<file path="config.mk">
export PLATFORM = sky130hd
export DESIGN_NAME = imem_boot_loader_flat
export DESIGN_NICKNAME = d
export VERILOG_FILES = /design/src/rtl/imem_boot_loader_if.sv /design/src/rtl/imem_boot_loader.sv /design/src/flat_wrapper.sv
export SDC_FILE = /design/constraint.sdc
export NUM_CORES = 1
export LEC_CHECK = 0
export BUFFER_PORTS_ARGS = -buffer_cell sky130_fd_sc_hd__buf_2
export CAP_MARGIN = 20
export CORE_MARGIN = 1
export CORE_UTILIZATION = 40
export DETAILED_ROUTE_END_ITERATION = 10
export MAX_ROUTING_LAYER = met4
export PLACE_DENSITY = 0.59
export SLEW_MARGIN = 20
export SYNTH_ARGS = -nofsm -noshare
export SYNTH_HDL_FRONTEND = slang
export SYNTH_SLANG_ARGS = --single-unit
</file>
<file path="constraint.sdc">
create_clock -name clk -period 5.56 [get_ports clk]
set_input_delay 0.556 -clock clk [delete_from_list [all_inputs] [get_ports clk]]
set_output_delay 0.556 -clock clk [all_outputs]
set_load 0.02 [all_outputs]
</file>
<file path="src/rtl/imem_boot_loader_if.sv">
// Host-link / instruction-memory bus for imem_boot_loader.
//   slave  : loader side. Takes start/byte stream, drives memory write port
//            and CPU control (byte_ready, imem_*, cpu_reset, done, error).
//   master : host/memory side, the mirror image.
interface imem_boot_loader_if #(
  parameter int ADDR_WIDTH = 10
);
  logic                  start;
  logic [7:0]            byte_in;
  logic                  byte_valid;
  logic                  byte_ready;
  logic                  imem_we;
  logic [ADDR_WIDTH-1:0] imem_addr;
  logic [31:0]           imem_wdata;
  logic                  cpu_reset;
  logic                  done;
  logic                  error;

  modport slave (
    input  start, byte_in, byte_valid,
    output byte_ready, imem_we, imem_addr, imem_wdata, cpu_reset, done, error
  );

  modport master (
    output start, byte_in, byte_valid,
    input  byte_ready, imem_we, imem_addr, imem_wdata, cpu_reset, done, error
  );
endinterface

</file>
<file path="src/rtl/imem_boot_loader.sv">
// Boot loader: frames a host byte stream into 32-bit words, writes them into
// instruction memory and holds the CPU in reset until a checksummed image is in.
// Frame: N[15:8], N[7:0], 4N data bytes (MSB first per word), XOR of data bytes.
// Ports:
//   clk   - system clock, rising edge
//   reset - asynchronous active-low reset
//   bus   - imem_boot_loader_if.slave (stream in, memory write port, CPU ctrl)
module imem_boot_loader #(
  parameter int ADDR_WIDTH   = 10,
  parameter int RESET_CYCLES = 4
) (
  input logic                clk,
  input logic                reset,
  imem_boot_loader_if.slave  bus
);
  localparam int LW = ADDR_WIDTH + 1;  // holds a word count up to 2^ADDR_WIDTH

  localparam logic [2:0] IDLE   = 3'd0;
  localparam logic [2:0] LEN_HI = 3'd1;
  localparam logic [2:0] LEN_LO = 3'd2;
  localparam logic [2:0] DATA   = 3'd3;
  localparam logic [2:0] CSUM   = 3'd4;
  localparam logic [2:0] BOOT   = 3'd5;
  localparam logic [2:0] RUN    = 3'd6;
  localparam logic [2:0] ERROR  = 3'd7;

  localparam logic [16:0] MAX_WORDS = 17'(1) << ADDR_WIDTH;
  localparam logic [7:0]  BOOT_LAST = 8'(RESET_CYCLES - 1);

  logic [2:0]            state_q, state_d;
  logic [7:0]            len_hi_q, len_hi_d;
  logic [LW-1:0]         len_q, len_d;
  logic [LW-1:0]         widx_q, widx_d;
  logic [1:0]            lane_q, lane_d;
  logic [31:0]           word_q, word_d;
  logic [7:0]            xor_q, xor_d;
  logic [7:0]            bcnt_q, bcnt_d;
  logic                  ready_q, ready_d;
  logic                  we_q, we_d;
  logic [ADDR_WIDTH-1:0] addr_q, addr_d;
  logic [31:0]           wdata_q, wdata_d;
  logic                  cpu_rst_q, cpu_rst_d;
  logic                  done_q, done_d;
  logic                  err_q, err_d;

  logic        acc;
  logic [15:0] n16;
  logic [LW-1:0] widx_inc;

  assign acc      = bus.byte_valid & ready_q;
  assign n16      = {len_hi_q, bus.byte_in};
  assign widx_inc = widx_q + LW'(1);

  always_comb begin
    state_d  = state_q;
    len_hi_d = len_hi_q;
    len_d    = len_q;
    widx_d   = widx_q;
    lane_d   = lane_q;
    word_d   = word_q;
    xor_d    = xor_q;
    bcnt_d   = bcnt_q;
    we_d     = 1'b0;
    addr_d   = addr_q;
    wdata_d  = wdata_q;
    case (state_q)
      IDLE, RUN, ERROR: begin
        if (bus.start) begin
          state_d = LEN_HI;
          widx_d  = '0;
          lane_d  = '0;
          xor_d   = '0;
        end
      end
      LEN_HI: if (acc) begin
        len_hi_d = bus.byte_in;
        state_d  = LEN_LO;
      end
      LEN_LO: if (acc) begin
        len_d = n16[ADDR_WIDTH:0];
        if ({1'b0, n16} > MAX_WORDS) state_d = ERROR;
        else if (n16 == 16'd0)       state_d = CSUM;
        else                         state_d = DATA;
      end
      DATA: if (acc) begin
        word_d = {word_q[23:0], bus.byte_in};
        xor_d  = xor_q ^ bus.byte_in;
        lane_d = lane_q + 2'd1;
        if (lane_q == 2'd3) begin
          // write goes out next cycle; index advances with it
          we_d    = 1'b1;
          addr_d  = widx_q[ADDR_WIDTH-1:0];
          wdata_d = {word_q[23:0], bus.byte_in};
          widx_d  = widx_inc;
          if (widx_inc == len_q) state_d = CSUM;
        end
      end
      CSUM: if (acc) begin
        bcnt_d  = '0;
        state_d = (bus.byte_in == xor_q) ? BOOT : ERROR;
      end
      BOOT: begin
        if (bcnt_q == BOOT_LAST) state_d = RUN;
        else                     bcnt_d  = bcnt_q + 8'd1;
      end
      default: state_d = IDLE;
    endcase
  end

  // Status outputs are registered decodes of the next state, so they line up
  // exactly with the state they describe.
  always_comb begin
    ready_d   = (state_d == LEN_HI) || (state_d == LEN_LO) ||
                (state_d == DATA)   || (state_d == CSUM);
    cpu_rst_d = (state_d != RUN);
    done_d    = (state_d == RUN);
    err_d     = (state_d == ERROR);
  end

  always_ff @(posedge clk or negedge reset) begin
    if (!reset) begin
      state_q   <= IDLE;
      len_hi_q  <= '0;
      len_q     <= '0;
      widx_q    <= '0;
      lane_q    <= '0;
      word_q    <= '0;
      xor_q     <= '0;
      bcnt_q    <= '0;
      ready_q   <= 1'b0;
      we_q      <= 1'b0;
      addr_q    <= '0;
      wdata_q   <= '0;
      cpu_rst_q <= 1'b1;
      done_q    <= 1'b0;
      err_q     <= 1'b0;
    end else begin
      state_q   <= state_d;
      len_hi_q  <= len_hi_d;
      len_q     <= len_d;
      widx_q    <= widx_d;
      lane_q    <= lane_d;
      word_q    <= word_d;
      xor_q     <= xor_d;
      bcnt_q    <= bcnt_d;
      ready_q   <= ready_d;
      we_q      <= we_d;
      addr_q    <= addr_d;
      wdata_q   <= wdata_d;
      cpu_rst_q <= cpu_rst_d;
      done_q    <= done_d;
      err_q     <= err_d;
    end
  end

  assign bus.byte_ready = ready_q;
  assign bus.imem_we    = we_q;
  assign bus.imem_addr  = addr_q;
  assign bus.imem_wdata = wdata_q;
  assign bus.cpu_reset  = cpu_rst_q;
  assign bus.done       = done_q;
  assign bus.error      = err_q;
endmodule
</file>
<file path="src/flat_wrapper.sv">
// flat-port wrapper written by rule: the top's interface ports become plain ports
module imem_boot_loader_flat 
#(
  parameter int ADDR_WIDTH   = 10,
  parameter int RESET_CYCLES = 4
)
  (clk, reset, bus_start, bus_byte_in, bus_byte_valid, bus_byte_ready, bus_imem_we, bus_imem_addr, bus_imem_wdata, bus_cpu_reset, bus_done, bus_error);
  imem_boot_loader_if #(.ADDR_WIDTH(ADDR_WIDTH)) bus_i ();
  input logic clk;
  input logic reset;
  input wire logic [$bits(bus_i.start)-1:0] bus_start;
  input wire logic [$bits(bus_i.byte_in)-1:0] bus_byte_in;
  input wire logic [$bits(bus_i.byte_valid)-1:0] bus_byte_valid;
  output wire logic [$bits(bus_i.byte_ready)-1:0] bus_byte_ready;
  output wire logic [$bits(bus_i.imem_we)-1:0] bus_imem_we;
  output wire logic [$bits(bus_i.imem_addr)-1:0] bus_imem_addr;
  output wire logic [$bits(bus_i.imem_wdata)-1:0] bus_imem_wdata;
  output wire logic [$bits(bus_i.cpu_reset)-1:0] bus_cpu_reset;
  output wire logic [$bits(bus_i.done)-1:0] bus_done;
  output wire logic [$bits(bus_i.error)-1:0] bus_error;
  assign bus_i.start = bus_start;
  assign bus_i.byte_in = bus_byte_in;
  assign bus_i.byte_valid = bus_byte_valid;
  assign bus_byte_ready = bus_i.byte_ready;
  assign bus_imem_we = bus_i.imem_we;
  assign bus_imem_addr = bus_i.imem_addr;
  assign bus_imem_wdata = bus_i.imem_wdata;
  assign bus_cpu_reset = bus_i.cpu_reset;
  assign bus_done = bus_i.done;
  assign bus_error = bus_i.error;
  imem_boot_loader #(.ADDR_WIDTH(ADDR_WIDTH), .RESET_CYCLES(RESET_CYCLES)) u_core (.clk(clk), .reset(reset), .bus(bus_i));
endmodule
</file>
=== Word-level counts from Yosys, hierarchy flattened ===
Index checks and enable logic that the tools add are counted.

* Add/sub/neg operators: 3
* Bitwise logic cells: 2
* Reduce and logical (&&, ||, !) cells: 15
* Shift operators: 0
* $lt $le $gt $ge: 1
* Divide/modulo/power cells: 0
* $mul: 0
* Multiplexer cells: 28
* Eq/ne operators: 23

{| class="wikitable"
|+ Operator list
! operator !! number
|-
| $mux W11 || 3
|-
| $mux W8 || 4
|-
| $pmux W8 S2 || 2
|-
| $mux W3 || 10
|-
| $pmux W11 S2 || 1
|-
| $eq A3 B3 Y1 const B || 7
|-
| $pmux W3 S6 || 1
|-
| $gt A16 B11 Y1 const B || 1
|-
| $logic_not A16 Y1 || 1
|-
| $eq A3 B2 Y1 const B || 4
|-
| $add A11 B1 Y11 const B || 1
|-
| $eq A11 B11 Y1 || 1
|-
| $reduce_and A3 Y1 || 3
|-
| $add A8 B1 Y8 const B || 1
|-
| $eq A8 B2 Y1 const B || 1
|-
| $eq A8 B8 Y1 || 1
|-
| $xor A8 B8 Y8 || 1
|-
| $eq A3 B1 Y1 const B || 2
|-
| $mux W2 || 3
|-
| $ne A2 B1 Y1 const B || 3
|-
| $reduce_and A2 Y1 || 3
|-
| $ne A2 B2 Y1 const B || 2
|-
| $pmux W2 S2 || 1
|-
| $reduce_and A4 Y1 || 1
|-
| other kinds (9) || 14
|}

* Bits of input ports: 12
* Memories: 0
* RAM bits: 0
* Latch bits: 0
* ROM bits: 0
* Word-level logic and storage cells: 87
* Register bits after elaboration: 122

=== Longest topological paths before layout ===
* Depth in word-level cells: 10
* Depth in mapped cells: 10

=== Worst setup path after synthesis ===
OpenSTA, ideal clock, no wires.

* Kind: register to register
* Start: register u_core.widx_q[0]
* End: register u_core.done_q (netlist: u_core.bus.done)
* Stages on the path, launching flop included: 10
* Data required time: 5.441 ns
* Arrival time: 2.307 ns
* Slack: 3.134 ns
* Library setup time: 0.119 ns
* Period minus slack after synthesis: 2.426 ns
* Cells stage by stage: dfrtp_1 ha_1 nand3_1 or4_1 a21oi_1 nor4_1 and3_4 a2111oi_4 a211oi_2 and2_1

* Cells in the longest elaborated chain, start to end: 7

{| class="wikitable"
|+ RTL lines
! what !! RTL line !! text
|-
| start, declared || imem_boot_loader.sv:33 || <nowiki>logic [LW-1:0] widx_q, widx_d;</nowiki>
|-
| start signal, assigned || imem_boot_loader.sv:141 || <nowiki>widx_q <= widx_d;</nowiki>
|-
| $add A11 B1 Y11 || imem_boot_loader.sv:52 || <nowiki>assign widx_inc = widx_q + LW'(1);</nowiki>
|-
| $eq A11 B11 Y1 || imem_boot_loader.sv:95 || <nowiki>if (widx_inc == len_q) state_d = CSUM;</nowiki>
|-
| $mux W3 || imem_boot_loader.sv:95 ||
|-
| $mux W3 || imem_boot_loader.sv:89 || <nowiki>if (lane_q == 2'd3) begin</nowiki>
|-
| $mux W3 || imem_boot_loader.sv:85 || <nowiki>DATA: if (acc) begin</nowiki>
|-
| $pmux W3 S6 || imem_boot_loader.sv:66 || <nowiki>case (state_q)</nowiki>
|-
| $eq A3 B3 Y1 || imem_boot_loader.sv:116 || <nowiki>done_d = (state_d == RUN);</nowiki>
|-
| net u_core.done_d || imem_boot_loader.sv:43 || <nowiki>logic done_q, done_d;</nowiki>
|-
| end signal, assigned || imem_boot_loader.sv:151 || <nowiki>done_q <= done_d;</nowiki>
|-
| end, declared || imem_boot_loader.sv:43 ||
|}

The timed path passes the listed nets, and every way through them passes these cells.
A chain may end at the register's enable or synchronous reset.

=== Worst setup path in the final report ===
* Start: register u_core.state_q[1]
* End: register u_core.widx_q[10]

* Cells in the longest elaborated chain, start to end: 4
* Elaborated cells on any way between the ends: 11
* Classes of those cells: eq/ne: 6; mux: 1; reduce/logical: 4

{| class="wikitable"
|+ RTL lines
! what !! RTL line !! text
|-
| start, declared || imem_boot_loader.sv:30 || <nowiki>logic [2:0] state_q, state_d;</nowiki>
|-
| start signal, assigned || imem_boot_loader.sv:138 || <nowiki>state_q <= state_d;</nowiki>
|-
| $eq A3 B3 Y1 / $logic_not A3 Y1 (equally long branches) || imem_boot_loader.sv:66 ||
|-
| $reduce_or A3 Y1 || imem_boot_loader.sv:66 ||
|-
| $ne A2 B2 Y1 (no line) / $reduce_bool A2 Y1 (equally long branches) || -- ||
|-
| $reduce_and A4 Y1 (no line) || -- ||
|}

Parallel ways exist; a longest one is shown, timed or not.

==> results.toml <==
[status]
run_status = "finished, final reports clean"

[floorplanning]
rows = 42
die_x_um = 120
initial_core_util_pct = 41.6
ios = 59
design.die.area_mm2 = 0.0145
die_height_um = 120
core_mm2 = 0.0135

[worst_setup_path]
reg2reg_from = "u_core.state_q[1]$_DFF_PN0_"
crit_start = "u_core.state_q[1]$_DFF_PN0_"
r2r_end = "u_core.widx_q[10]$_DFFE_PN0P_"
rr_worst_depth = 10
worstSetupPathType = "flip-flop to flip-flop"
endpoint = "u_core.widx_q[10]$_DFFE_PN0P_"
critPathRequiredTime_ns = 5.86
crit_fanout = 54
ff2ff_setup_slack_ns = 2.39
startpoint_type = "flip-flop"
critPathArrivalTime_ns = 3.47
cp-end-kind = "flip-flop"

[yosys]
synth_cell_types = 56
async_flop_share_pct = 100
netlist_area_mm2 = 0.00560
synth-edff-count = 0
ys_top_cells_by_area = "dfrtp_1, nand2_1, mux2_2"
yosysTopAreaCell = "dfrtp_1"
yosys.area.top_type_share_pct = 54.1
synth_ff_type = "dfrtp_1"
syn-mean-instance-area_um2 = 9.48
ys_seq_elements = 122
ys_seq_area_share_pct = 54.5
synth_cells = 591
synth_nets = 608
yosys_warnings = 0

[clock_tree]
cts-resized-gates = 0
numCtsBuffers = 17
cts.clk_slew.worst_paths_ns = 0.05
cts_setup_buffers = 0
clock-sinks = 122
hold_buffers = 0
clock_path_buffers = 2
cts_tree = "done"
cts.htree.levels = 4
cts_root_buffer = "clkbuf_16"
clk_latency_ns = 0.41

[detailed_routing]
drtPass1Iterations = 4
antenna_left = 0
vias_per_cell = 5.07
drtIter0Drc = 342
drc_errors = 0
post_drt_wl_per_cell_um = 14.6
drt-total-wl_um = 12200
vias = 4227

[power_and_ir_drop]
p_int_mw = 2.14
pwr-share-comb_pct = 20.9
clkPwrFrac_pct = 38.0
leakagePower_nw = 3.39
power.switching_mw = 0.921
p_sw_share_pct = 30.1
seq_power_share_pct = 41.2
vdd_drop_max_v = 0.000230
power_density_mw_per_mm2 = 462

[global_routing]
grt_first_pass_wirelength_um = 20600
antenna_found_initial = 0
overflow = 0
first_global_vias = 4093
grt.total_usage_pct = 18.9
grt_max_degree = 79

[worst_hold_path]
hp-class = "input pin to async pin"

[place]
io_buffers = 58
dp_cells = 802
place_hpwl_um = 8170
place.gp.congestion = 0.825

[final_layout]
synthToLayoutAreaGrowth_pct = 18.1
seq_area_mm2 = 0.00305
drive_gt1_share_pct = 19.3
fillCellCount = 1294
nets = 662
instances_no_fill = 833
antenna_cells = 0
multi_input_area_mm2 = 0.00236

[timing]
timing.slew.headroom_pct = 33.3
tightest_slew_ns = 0.996
setup_viol = 0
period_minus_slack_ns = 3.17
drv_slew = 0
post-route-period-util_pct = 57.0
hold_viol = 0
rsz0062_at_grt = "no"
clock_skew_ns = 0.00689
fmax_ghz = 0.316
finalSetupTns_ns = 0

[flow_run]
maxCapViolCount = 0
## critical path, cell delays in order, from the launching register on
cell,delay [ns]
dfrtp_1,0.43
inv_1,0.20
nor2_1,0.08
nand2_1,0.13
nor2_1,0.07
buf_4,0.23
nand2_2,0.75
inv_1,0.16
a21oi_1,0.70
o21ai_0,0.20
o31ai_1,0.10
## cell usage after synthesis, drive strengths merged (2+ instances only)
| master | count |
|---|---|
| a21oi | 6 |
| nand4 | 9 |
| buf | 8 |
| ha | 5 |
| o21a | 6 |
| xor2 | 10 |
| nand3 | 10 |
| nand2 | 222 |
| inv | 7 |
| nor2 | 33 |
| xnor2 | 22 |
| nor3b | 2 |
| o211a | 2 |
| o21ai | 35 |
| clkbuf | 19 |
| nor4 | 5 |
| o31ai | 4 |
| and2 | 7 |
| nor3 | 2 |
| o41ai | 2 |
| nand2b | 4 |
| and3 | 4 |
| a22o | 2 |
| dfrtp | 121 |
| and4 | 2 |
| or3 | 3 |
| mux2 | 20 |
## routing by layer
| layer | global-route usage, % | vias to the layer above | wire length [um] |
|---|---|---|---|
| met3 | 4.15 | 20 | 460 |
| met5 | - | - | 0 |
| li1 | - | 2066 | - |
| met4 | 8.02 | 0 | 275 |
| met2 | 27.0 | 87 | 5430 |
| met1 | 26.0 | 2054 | 6020 |
## power groups by stage
stage	Clock (mW)	Combinational [mW]	Sequential, mW
after floorplan	0	0.512	1.23
after CTS	1.18	0.642	1.26
final	1.16	0.638	1.26
after global routing	1.22	0.720	1.29
after global placement	0	0.621	1.26
after detailed placement	0	0.637	1.27
## placed cells by master (no fill, tap or decap), types with 3 or more instances in the layout
| cell type | count |
|---|---|
| nand2_1 | 220 |
| o21ai_0 | 35 |
| dfrtp_1 | 121 |
| nand3_1 | 10 |
| clkbuf_16 | 17 |
| nor2_1 | 33 |
| xnor2_1 | 22 |
| inv_1 | 7 |
| mux2_2 | 20 |
| a21oi_1 | 5 |
| o31ai_1 | 4 |
| nand2b_1 | 4 |
| clkbuf_8 | 5 |
| nor4_1 | 4 |
| bufinv_16 | 3 |
| nand4_1 | 8 |
| buf_4 | 4 |
| and2_1 | 6 |
| buf_2 | 57 |
| and3_1 | 3 |
| o21a_1 | 6 |
| ha_1 | 5 |
| xor2_1 | 10 |
## through the flow
stage	setup WS, ns	utilization [%]	hold WS (ns)	power [mW]	instance area, um2
final	2.39	49.2	0.165	3.06	6620
after global routing	2.02	49.2	0.214	3.24	6620
after CTS	2.37	49.1	0.341	3.08	6610
after detailed placement	2.31	44.5	0.458	1.91	5980
after global placement	2.47	44.5	0.456	1.88	5980
after floorplan	3.13	-	0.260	1.74	5600
## kinds of logic (layout without fill, tap and decap cells)
family / Yosys count / after routing / synth area share, %
AND/OR/NAND/NOR: 307 / 307 / 23.3
flip-flops: 122 / 122 / 54.5
AO/OA/AOI/OAI: 70 / 70 / 8.42
buffers and inverters: 34 / 100 / 3.44
XOR/XNOR: 32 / 32 / 5.00
multiplexers: 21 / 21 / 4.20
adder cells (fa/ha/maj): 5 / 5 / 1.12
## final cells by class
class | instances | area share (%)
flip-flops and latches | 122 | 46.2
multi-input cells | 435 | 35.7
clock buffers | 22 | 7.47
repair buffers | 62 | 4.94
well taps | 176 | 3.33
clock inverters | 9 | 2.04
inverters | 7 | 0.397
## worst min-delay path by stage
stage / end / slack (ns) / startpoint / depth (start not counted)
after floorplan: u_core.bcnt_q[0]$_DFFE_PN0P_ / 0.26 / reset / 0
after global placement: u_core.bus.imem_wdata[26]$_DFFE_PN0P_ / 0.46 / u_core.bus.imem_wdata[26]$_DFFE_PN0P_ / 2
after detailed placement: u_core.bus.imem_wdata[11]$_DFFE_PN0P_ / 0.46 / u_core.bus.imem_wdata[11]$_DFFE_PN0P_ / 2
after CTS: u_core.bcnt_q[0]$_DFFE_PN0P_ / 0.34 / reset / 1
after global routing: u_core.bcnt_q[0]$_DFFE_PN0P_ / 0.21 / reset / 1
final: u_core.bcnt_q[0]$_DFFE_PN0P_ / 0.16 / reset / 1
## state kept, by name, indices dropped and copies added (netlist names)
| register | count |
|---|---|
| u_core.bus.cpu_reset | 1 |
| u_core.bus.imem_addr | 10 |
| u_core.bus.error | 1 |
| u_core.bus.imem_we | 1 |
| u_core.xor_q | 8 |
| u_core.len_q | 11 |
| u_core.lane_q | 2 |
| u_core.state_q | 3 |
| u_core.bus.imem_wdata | 32 |
| u_core.bus.done | 1 |
| u_core.widx_q | 11 |
| u_core.bus.byte_ready | 1 |
| u_core.word_q | 24 |
| u_core.len_hi_q | 8 |
| u_core.bcnt_q | 8 |
No activity file was read; power rests on OpenSTA's default activity.
